==> src/rtl/mvm_stream_p_if.sv <==
// Operand and result valid/ready streams of the matrix-vector multiplier.
// slave is the multiplier side, master is the host/consumer side.
interface mvm_stream_p_if #(
  parameter int unsigned B  = 16,
  parameter int unsigned OW = 35
);
  logic                 in_valid;
  logic                 in_ready;
  logic signed [B-1:0]  data_in;
  logic                 out_valid;
  logic                 out_ready;
  logic signed [OW-1:0] data_out;

  modport master (
    output in_valid,
    output data_in,
    output out_ready,
    input  in_ready,
    input  out_valid,
    input  data_out
  );

  modport slave (
    input  in_valid,
    input  data_in,
    input  out_ready,
    output in_ready,
    output out_valid,
    output data_out
  );
endinterface

==> src/rtl/mvm_stream_p.sv <==
// Streaming y = A*x multiplier, M x N signed matrix, P MAC lanes (lane l owns rows l, l+P, ...).
// Define MVM_PIPE_MAC_EN to register products ahead of the accumulators (CALC one cycle longer).
module mvm_stream_p #(
  parameter int unsigned M  = 8,
  parameter int unsigned N  = 8,
  parameter int unsigned P  = 1,
  parameter int unsigned B  = 16,
  parameter int unsigned OW = 2 * B + $clog2(N)
) (
  input  logic          clk,
  input  logic          reset,
  input  logic          loadMatrix,
  input  logic          loadVector,
  input  logic          start,
  mvm_stream_p_if.slave bus,
  output logic          busy,
  output logic          done,
  output logic          err
);

  localparam int unsigned MN = M * N;
  localparam int unsigned G  = M / P;
  localparam int unsigned AW = $clog2(MN);
  localparam int unsigned CW = $clog2(N);
  localparam int unsigned RW = (M > 1) ? $clog2(M) : 1;
  localparam int unsigned GW = (G > 1) ? $clog2(G) : 1;
  localparam int unsigned TOTAL = G * N;
`ifdef MVM_PIPE_MAC_EN
  localparam int unsigned CALC_LEN = TOTAL + 1;
`else
  localparam int unsigned CALC_LEN = TOTAL;
`endif
  localparam int unsigned KW = $clog2(CALC_LEN + 1);

  typedef enum logic [2:0] {StIdle, StLoadM, StLoadV, StCalc, StDrain} state_e;

  state_e state_q, state_d;

  logic signed [B-1:0]  a_mem [MN];
  logic signed [B-1:0]  x_mem [N];
  logic signed [OW-1:0] y_mem [M];

  logic          a_ok_q, x_ok_q;
  logic [AW-1:0] ld_addr_q;
  logic [GW-1:0] grp_q;
  logic [CW-1:0] col_q;
  logic [KW-1:0] cyc_q;
  logic [RW-1:0] rd_q;
  logic          done_q, err_q;

  logic wr_en, ld_last, cmd_load, issue, calc_last, out_fire, rd_last, start_bad;

  // Per-lane datapath: stage 1 multiply, stage 2 accumulate.
  logic [AW-1:0]         a_idx    [P];
  logic signed [2*B-1:0] prod     [P];
  logic signed [2*B-1:0] mac_prod [P];
  logic signed [OW-1:0]  acc_q    [P];
  logic signed [OW-1:0]  acc_d    [P];
  logic [RW-1:0]         wb_row   [P];
  logic                  wb       [P];
  logic [CW-1:0]         mac_col;
  logic [GW-1:0]         mac_grp;
  logic                  mac_v;

  assign wr_en     = (state_q == StLoadM || state_q == StLoadV) && bus.in_valid;
  assign ld_last   = (state_q == StLoadM) ? (ld_addr_q == AW'(MN - 1))
                                          : (ld_addr_q == AW'(N - 1));
  assign cmd_load  = (state_q == StIdle) && !start && (loadVector || loadMatrix);
  assign start_bad = (state_q == StIdle) && start && !(a_ok_q && x_ok_q);
  assign issue     = (state_q == StCalc) && (cyc_q < KW'(TOTAL));
  assign calc_last = (state_q == StCalc) && (cyc_q == KW'(CALC_LEN - 1));
  assign out_fire  = (state_q == StDrain) && bus.out_ready;
  assign rd_last   = (rd_q == RW'(M - 1));

  always_ff @(posedge clk or negedge reset) begin
    if (!reset) begin
      state_q <= StIdle;
    end else begin
      state_q <= state_d;
    end
  end

  always_comb begin
    state_d = state_q;
    unique case (state_q)
      StIdle: begin
        if (start) begin
          state_d = (a_ok_q && x_ok_q) ? StCalc : StIdle;
        end else if (loadVector) begin
          state_d = StLoadV;
        end else if (loadMatrix) begin
          state_d = StLoadM;
        end
      end
      StLoadM, StLoadV: if (wr_en && ld_last) state_d = StIdle;
      StCalc:           if (calc_last) state_d = StDrain;
      StDrain:          if (out_fire && rd_last) state_d = StIdle;
      default:          state_d = StIdle;
    endcase
  end

  always_comb begin
    bus.in_ready  = 1'b0;
    bus.out_valid = 1'b0;
    bus.data_out  = '0;
    busy          = (state_q != StIdle);
    done          = done_q;
    err           = err_q;
    case (state_q)
      StLoadM, StLoadV: bus.in_ready = 1'b1;
      StDrain: begin
        bus.out_valid = 1'b1;
        bus.data_out  = y_mem[rd_q];
      end
      default: ;
    endcase
  end

  always_ff @(posedge clk or negedge reset) begin
    if (!reset) begin
      a_ok_q    <= 1'b0;
      x_ok_q    <= 1'b0;
      ld_addr_q <= '0;
      grp_q     <= '0;
      col_q     <= '0;
      cyc_q     <= '0;
      rd_q      <= '0;
      done_q    <= 1'b0;
      err_q     <= 1'b0;
    end else begin
      done_q <= out_fire && rd_last;
      err_q  <= start_bad;

      if (cmd_load) begin
        ld_addr_q <= '0;
      end else if (wr_en) begin
        ld_addr_q <= ld_last ? '0 : ld_addr_q + AW'(1);
      end
      if (wr_en && ld_last) begin
        if (state_q == StLoadM) a_ok_q <= 1'b1;
        else                    x_ok_q <= 1'b1;
      end

      if (state_q == StCalc) begin
        if (issue) begin
          if (col_q == CW'(N - 1)) begin
            col_q <= '0;
            grp_q <= (grp_q == GW'(G - 1)) ? '0 : grp_q + GW'(1);
          end else begin
            col_q <= col_q + CW'(1);
          end
        end
        cyc_q <= calc_last ? '0 : cyc_q + KW'(1);
      end else begin
        grp_q <= '0;
        col_q <= '0;
        cyc_q <= '0;
      end

      if (out_fire) begin
        rd_q <= rd_last ? '0 : rd_q + RW'(1);
      end else if (state_q != StDrain) begin
        rd_q <= '0;
      end
    end
  end

  always_comb begin
    for (int l = 0; l < int'(P); l++) begin
      a_idx[l] = AW'((grp_q * P + l) * N + col_q);
      prod[l]  = a_mem[a_idx[l]] * x_mem[col_q];
    end
  end

`ifdef MVM_PIPE_MAC_EN
  logic signed [2*B-1:0] prod_q [P];
  logic [CW-1:0]         pcol_q;
  logic [GW-1:0]         pgrp_q;
  logic                  pv_q;

  always_ff @(posedge clk or negedge reset) begin
    if (!reset) begin
      pv_q   <= 1'b0;
      pcol_q <= '0;
      pgrp_q <= '0;
      for (int l = 0; l < int'(P); l++) prod_q[l] <= '0;
    end else begin
      pv_q   <= issue;
      pcol_q <= col_q;
      pgrp_q <= grp_q;
      for (int l = 0; l < int'(P); l++) prod_q[l] <= prod[l];
    end
  end

  assign mac_v    = pv_q;
  assign mac_col  = pcol_q;
  assign mac_grp  = pgrp_q;
  assign mac_prod = prod_q;
`else
  assign mac_v    = issue;
  assign mac_col  = col_q;
  assign mac_grp  = grp_q;
  assign mac_prod = prod;
`endif

  // Products are sign-extended to OW; the accumulator restarts on column 0 of each row group.
  always_comb begin
    for (int l = 0; l < int'(P); l++) begin
      acc_d[l]  = ((mac_col == '0) ? '0 : acc_q[l])
                + {{(OW - 2 * B){mac_prod[l][2*B-1]}}, mac_prod[l]};
      wb[l]     = mac_v && (mac_col == CW'(N - 1));
      wb_row[l] = RW'(mac_grp * P + l);
    end
  end

  always_ff @(posedge clk or negedge reset) begin
    if (!reset) begin
      for (int l = 0; l < int'(P); l++) acc_q[l] <= '0;
    end else if (mac_v) begin
      for (int l = 0; l < int'(P); l++) acc_q[l] <= acc_d[l];
    end
  end

  // Operand and result storage survives reset.
  always_ff @(posedge clk) begin
    if (wr_en && state_q == StLoadM) a_mem[ld_addr_q] <= bus.data_in;
    if (wr_en && state_q == StLoadV) x_mem[ld_addr_q[CW-1:0]] <= bus.data_in;
    for (int l = 0; l < int'(P); l++) begin
      if (wb[l]) y_mem[wb_row[l]] <= acc_d[l];
    end
  end

endmodule

==> src/flat_wrapper.sv <==
// flat-port wrapper written by rule: the top's interface ports become plain ports
module mvm_stream_p_flat 
#(
  parameter int unsigned M  = 8,
  parameter int unsigned N  = 8,
  parameter int unsigned P  = 1,
  parameter int unsigned B  = 16,
  parameter int unsigned OW = 2 * B + $clog2(N)
)
  (clk, reset, loadMatrix, loadVector, start, busy, done, err, bus_in_valid, bus_data_in, bus_out_ready, bus_in_ready, bus_out_valid, bus_data_out);
  mvm_stream_p_if #(.B(B), .OW(OW)) bus_i ();
  input  logic clk;
  input  logic reset;
  input  logic loadMatrix;
  input  logic loadVector;
  input  logic start;
  output logic busy;
  output logic done;
  output logic err;
  input wire logic [$bits(bus_i.in_valid)-1:0] bus_in_valid;
  input wire logic [$bits(bus_i.data_in)-1:0] bus_data_in;
  input wire logic [$bits(bus_i.out_ready)-1:0] bus_out_ready;
  output wire logic [$bits(bus_i.in_ready)-1:0] bus_in_ready;
  output wire logic [$bits(bus_i.out_valid)-1:0] bus_out_valid;
  output wire logic [$bits(bus_i.data_out)-1:0] bus_data_out;
  assign bus_i.in_valid = bus_in_valid;
  assign bus_i.data_in = bus_data_in;
  assign bus_i.out_ready = bus_out_ready;
  assign bus_in_ready = bus_i.in_ready;
  assign bus_out_valid = bus_i.out_valid;
  assign bus_data_out = bus_i.data_out;
  mvm_stream_p #(.M(M), .N(N), .P(P), .B(B), .OW(OW)) u_core (.clk(clk), .reset(reset), .loadMatrix(loadMatrix), .loadVector(loadVector), .start(start), .bus(bus_i), .busy(busy), .done(done), .err(err));
endmodule
==> config.mk <==
export PLATFORM = sky130hd
export DESIGN_NAME = mvm_stream_p_flat
export DESIGN_NICKNAME = d
export VERILOG_FILES = /design/src/rtl/mvm_stream_p_if.sv /design/src/rtl/mvm_stream_p.sv /design/src/flat_wrapper.sv
export SDC_FILE = /design/constraint.sdc
export NUM_CORES = 2
export LEC_CHECK = 0
export CAP_MARGIN = 20
export CORE_ASPECT_RATIO = 1.2
export CORE_MARGIN = 2
export CORE_UTILIZATION = 58
export DETAILED_ROUTE_END_ITERATION = 7
export DONT_BUFFER_PORTS = 1
export GPL_TIMING_DRIVEN = 1
export HOLD_SLACK_MARGIN = 0.15
export PLACE_DENSITY = 0.75
export SYNTH_ARGS = -nofsm -noshare
export SYNTH_HDL_FRONTEND = slang
export SYNTH_SLANG_ARGS = --single-unit
export TNS_END_PERCENT = 1
==> constraint.sdc <==
create_clock -name clk -period 9.7 [get_ports clk]
set_clock_uncertainty 0.05 [all_clocks]
set_input_delay 0.97 -clock clk [delete_from_list [all_inputs] [get_ports clk]]
set_output_delay 0.97 -clock clk [all_outputs]
set_load 0.005 [all_outputs]
# Yosys cells after proc, flatten, opt, wreduce, memory -nomap -nowiden
# Memory sizes are Yosys's and may differ from the RTL's.
# Cells that the tools add are included.
word_totals:
  regBits: 64
  ramBits: 1432
  output_inout_bits: 40
  wordCells: 103
  mem_count: 3
mem_list:
  columns: ["memory", "depth", "word_bits", "read_ports", "rd_clocked_by_memory_dff", "wr", "line", "text"]
  rows:
  - ["u_core.a_mem", 64, 16, 1, 0, 1, "mvm_stream_p.sv:39", "logic signed [B-1:0] a_mem [MN];"]
  - ["u_core.y_mem", 8, 35, 1, 0, 1, "mvm_stream_p.sv:41", "logic signed [OW-1:0] y_mem [M];"]
  - ["u_core.x_mem", 8, 16, 1, 0, 1, "mvm_stream_p.sv:40", "logic signed [B-1:0] x_mem [N];"]
op_classes:
  n_addsub: 7
  mul: 1
  n_lt_le_gt_ge: 1
  eq_ne: 17
  mux: 34
  n_bitwise: 1
  n_reduce_logical: 28
ops:
  columns: ["operator", "n"]
  rows:
  - ["$mux W35", 2]
  - ["$mux W3", 16]
  - ["$add A35 B35 Y35", 1]
  - ["$mul A16 B16 Y32", 1]
  - ["$mux W6", 3]
  - ["$logic_and A1 B1 Y1", 14]
  - ["$mux W7", 2]
  - ["$eq A3 B3 Y1 const B", 4]
  - ["$pmux W3 S4", 1]
  - ["$add A3 B1 Y3 const B", 3]
  - ["$mux W1", 9]
  - ["$add A7 B1 Y7 const B", 1]
  - ["$eq A7 B6 Y1 const B", 1]
  - ["$lt A7 B7 Y1 const B", 1]
  - ["$add A6 B1 Y6 const B", 1]
  - ["$add A6 B3 Y6", 1]
  - ["$eq A3 B2 Y1 const B", 2]
  - ["$eq A6 B3 Y1 const B", 1]
  - ["$eq A6 B6 Y1 const B", 1]
  - ["$logic_not A3 Y1", 2]
  - ["$ne A2 B1 Y1 const B", 3]
  - ["$reduce_and A2 Y1", 3]
  - ["$ne A2 B2 Y1 const B", 2]
  - ["$ne A4 B4 Y1 const B", 1]
  - ["other kinds (10)", 13]

# Longest topological paths before layout
depth:
  word_depth: 6
  ltp_mapped: 44
  mapped_depth_nobuf: 38

# Worst setup path after synthesis
# Ideal clock, no wire load.
synth_timing:
  path_type: "reg2reg"
  start: "register u_core.col_q[0]"
  end: "memory u_core.y_mem[0][34], data pin"
  arrival_time_ps: 10182
  required_time_ps: 9427
  setup_slack_ps: -755
  stages_incl_launch_ff: 42
  n_path_buf: 8
  period_less_slack_ps: 10455
  path_cell_list: "dfrtp_1 -> buf_6 -> buf_12 -> buf_6 -> buf_6 -> buf_6 -> buf_2 -> buf_4 -> mux4_2 -> mux2i_1 -> buf_2 -> nor2_1 -> fa_1 -> inv_1 -> fa_1 -> fa_1 -> inv_1 -> fa_1 -> (+6 left out) -> o21ai_0 -> a21o_1 -> a21oi_1 -> nor2_1 -> a211oi_1 -> o21ai_0 -> a211o_1 -> o311ai_0 -> ha_1 -> nand3_1 -> nor2_1 -> or3_1 -> o22ai_1 -> o31ai_1 -> o31ai_1 -> mux2_4 -> o311ai_2 -> xor2_1"
synth_rtl:
  columns: ["element", "line", "text"]
  rows:
  - ["from (decl)", "mvm_stream_p.sv:46", "logic [CW-1:0] col_q;"]
  - ["from (signal assigned)", "mvm_stream_p.sv:150", "col_q <= col_q + CW'(1);"]
  - ["to (decl)", "mvm_stream_p.sv:41", null]

==> metrics.md <==
| Metric | Value |
|---|---|
| Setup_tns | -31430 ps |
| Crit Path Category | flop to flop |
| Cell type with the largest total area after synthesis | sky130_fd_sc_hd__edfxtp_1 |
| Placed cells | 5905 |
| Netlist cell types | 85 |
| Most frequent standard cell in the layout excluding fill and tap cells | sky130_fd_sc_hd__edfxtp_1 |
| Main area contributors after synthesis | sky130_fd_sc_hd__edfxtp_1, sky130_fd_sc_hd__mux4_2, sky130_fd_sc_hd__fa_1, sky130_fd_sc_hd__dfrtp_1, sky130_fd_sc_hd__ha_1 |
| Area of the core | 119000 um2 |
| Total nets after synthesis | 4384 |
| Synth Warn # | 0 |
| Final Net Count | 4990 |
| Fraction of synthesized cell area taken by the top area cell type | 0.617 |
| Post-synthesis sequential element count | 1496 |
| Post-synth EDFFs | 1432 |
| Data arrival time of the critical path | 10730 ps |
| Worst Hold Margin | 222 ps |
| Post-layout util | 0.685 |
| Total I/O pin count | 63 |
| Detailed-routing iteration count for the pre-antenna-repair pass | 5 |
| Maximum number of pins on one net before global-route repair | 73 |
| Share of final-layout standard cells stronger than drive strength 1 | 0.306 |
| Per-cell routed wire length | 28.0 um |
| Vias in the first global route | 40736 |
| Largest buffer count on any clock path | 3 |
| Diode count | 0 |
| Share of the clock period used by the worst path | 1.06 |
| Clock-pin slew of the registers on the worst-case setup and hold paths | 70 ps |
| Initial Utilization | 0.583 |
| Worst slew margin relative to its limit | 0.245 |
| Clock Sink Count | 1496 |
| Setup slack, reg-to-reg | -550 ps |
| Row cnt | 139 |
| GRT Residual Overflow | 0 |
| Post-Route WL | 175 mm |
| Synthesized area per cell | 17.5 um2 |
| Count of final max-slew check failures | 0 |
| PortBufs | 0 |
| Count of final hold-check violations | 0 |
| Number of max-capacitance violations reported | 0 |
| Tightest Hold Check Type | primary input to flop |
| Required time reported for the critical path endpoint | 10180 ps |
| Delay of the slowest critical-path stage | 580 ps |
| Sequential element share of the synthesized area | 0.640 |
| Detailed Place HPWL | 109 mm |
| CTS Buf Count | 141 |
| Highest attainable clock frequency | 0.0976 GHz |
| Drc violations | 0 |
| Slowest cell on the critical path | sky130_fd_sc_hd__fa_1 |
| Violation count after the first detailed-routing iteration | 4098 |
| Non-filler cells in the finished layout | 6243 |
| Global-route usage over all layers | 0.290 |
| Number of H-tree branching levels | 4 |
| Later-pin clock latency in the skew report | 800 ps |
| Detail-routed via count per cell | 6.20 |
| Via count | 38718 |
| Overall die area | 123000 um2 |
| Final setup viols | 134 |
| Outcome | finished with violations |
| Worst-path fanout max | 11 |
| Transition time at the pin with the least slew margin | 1130 ps |
| Setup repair after global routing missed its margin | true |
| Root buf cell | sky130_fd_sc_hd__clkbuf_16 |
| Leading cell types in the layout, fill and taps excluded | sky130_fd_sc_hd__edfxtp_1, sky130_fd_sc_hd__buf_4, sky130_fd_sc_hd__mux4_2 |
| PnR worst setup slack | -547 ps |
| Last weighted congestion value of the routability-driven placer | 0.935 |
| Vert. Die Dim | 384 um |
| Total standard cell area after synthesis | 69600 um2 |
| Share of flip-flops with an asynchronous set or reset after synthesis | 0.0428 |
| Initial antenna violation count | 2 |
| Worst setup EP type | flop |
| Global-route wire length before repair | 259 mm |
| Post-synth top flop | sky130_fd_sc_hd__edfxtp_1 |
| Violated checks | setup timing |
| Category of the worst setup path launch point | flop |
| Final critical path time including I/O delays and setup | 10250 ps |
| Post-Synthesis Cells | 3971 |
| Die X-Extent | 320 um |
| Detail Route Antenna Nets | 0 |
| Synthesis-to-finish area growth | 17.5% |
| CTS tree | yes |
## flip-flops by register name, summed over array words and instances (netlist names)
signal	count
u_core.err	1
u_core.acc_q	35
u_core.grp_q	3
u_core.col_q	3
u_core.ld_addr_q	6
u_core.a_mem	1024
u_core.done	1
u_core.rd_q	3
u_core.y_mem	280
u_core.cyc_q	7
u_core.x_mem	128
u_core.a_ok_q	1
u_core.x_ok_q	1
u_core.state_q	3
## cells in the mapped netlist, types with 8 or more instances
cell and instances:
sky130_fd_sc_hd__buf_6 22, sky130_fd_sc_hd__buf_2 42, sky130_fd_sc_hd__inv_1 351, sky130_fd_sc_hd__edfxtp_1 1432, sky130_fd_sc_hd__o31ai_1 12, sky130_fd_sc_hd__nand3_1 30
sky130_fd_sc_hd__o21a_1 8, sky130_fd_sc_hd__mux2_2 43, sky130_fd_sc_hd__nor2_1 329, sky130_fd_sc_hd__nand2b_1 47, sky130_fd_sc_hd__clkbuf_1 66, sky130_fd_sc_hd__mux4_1 16
sky130_fd_sc_hd__buf_4 20, sky130_fd_sc_hd__nor3_1 24, sky130_fd_sc_hd__a211oi_1 8, sky130_fd_sc_hd__dfrtp_1 64, sky130_fd_sc_hd__or3_1 9, sky130_fd_sc_hd__buf_1 19
sky130_fd_sc_hd__and2_1 48, sky130_fd_sc_hd__ha_1 127, sky130_fd_sc_hd__o21ai_0 37, sky130_fd_sc_hd__fa_1 263, sky130_fd_sc_hd__a21oi_1 70, sky130_fd_sc_hd__o22ai_1 32
sky130_fd_sc_hd__nand3b_1 11, sky130_fd_sc_hd__mux2i_1 126, sky130_fd_sc_hd__xnor2_1 43, sky130_fd_sc_hd__nor2b_1 14, sky130_fd_sc_hd__mux4_2 368, sky130_fd_sc_hd__nand2_1 140
sky130_fd_sc_hd__a21o_1 14, sky130_fd_sc_hd__or2_2 11, sky130_fd_sc_hd__xor2_1 19
## cells by family (layout without fill, tap and decap cells)
| group | after synthesis | count (layout) | share of synthesized area |
|---|---|---|---|
| AO/OA/AOI/OAI | 241 | 241 | 0.0231 |
| flip-flops | 1496 | 1496 | 0.640 |
| buffers and inverters | 526 | 1247 | 0.0333 |
| multiplexers | 555 | 555 | 0.151 |
| adder cells (fa/ha/maj) | 390 | 390 | 0.0984 |
| AND/OR/NAND/NOR | 700 | 700 | 0.0461 |
| XOR/XNOR | 63 | 63 | 0.00812 |
## critical path: cells and delay by family (launching register included)
kind / cells / cell delay [ps]
and+or+nand+nor: 7 / 860
buffers and inverters: 12 / 1490
muxes: 4 / 1630
AOI/OAI and AO/OA: 10 / 1850
xor gates and xnor gates: 1 / 100
adders and majority gates: 8 / 3470
DFF: 1 / 480
## path summary, 6_finish.rpt
check / end / cells after the start / start
max: u_core.y_mem[5][34]$_DFFE_PP_ / 42 / u_core.col_q[0]$_DFFE_PN0P_
min: u_core.a_mem[0][1]$_DFFE_PP_ / 0 / bus_data_in[1]
max reg2reg: u_core.y_mem[5][34]$_DFFE_PP_ / 42 / u_core.col_q[0]$_DFFE_PN0P_
min reg2reg: u_core.x_ok_q$_DFFE_PN0P_ / 1 / u_core.x_ok_q$_DFFE_PN0P_
max in group asynchronous: u_core.rd_q[0]$_DFFE_PN0P_ / 2 / reset
min in group asynchronous: u_core.acc_q[5]$_DFFE_PN0P_ / 2 / reset
## routing by layer
layer | vias to the layer above | track usage | share of wire
met1 | 20226 | 0.352 | 0.35
li1 | 16231 | - | -
met4 | 4 | 0.140 | 0.049
met2 | 1844 | 0.505 | 0.52
met3 | 413 | 0.0532 | 0.075
met5 | - | 0 | 0.00013
## metrics by stage
stage | instance area (um2) | worst slack (ps)
2_1_floorplan | 70000 | 14.3
3_3_place_gp | 75600 | -1210
3_5_place_dp | 75600 | -1300
4_1_cts | 81500 | -544
5_1_grt | 81900 | -926
6_report | 81900 | -547
## final cells by class
type                            instances  area [um2]
Clock inverter                         80         907
Sequential cell                      1496       44600
Multi-Input combinational cell       1949       23600
Tap cell                             1551        1940
Timing Repair Buffer                  635        5680
Fill cell                            7458       37600
Inverter                              354        1340
Clock buffer                          178        3770
## repair_timing
| action | in CTS | in global routing |
|---|---|---|
| cloned | 4 | 0 |
| hold buffers | 2 | 0 |
| pin swaps | 58 | 41 |
| setup buffers | 61 | 13 |
| resized for setup | 123 | 55 |
| hold endpoints to repair | 64 | 0 |
| setup endpoints to repair | 153 | 172 |
Power is left out: the tool's default activity adds up to more than one toggle a clock period on the data nets, which glitch-free logic cannot reach.
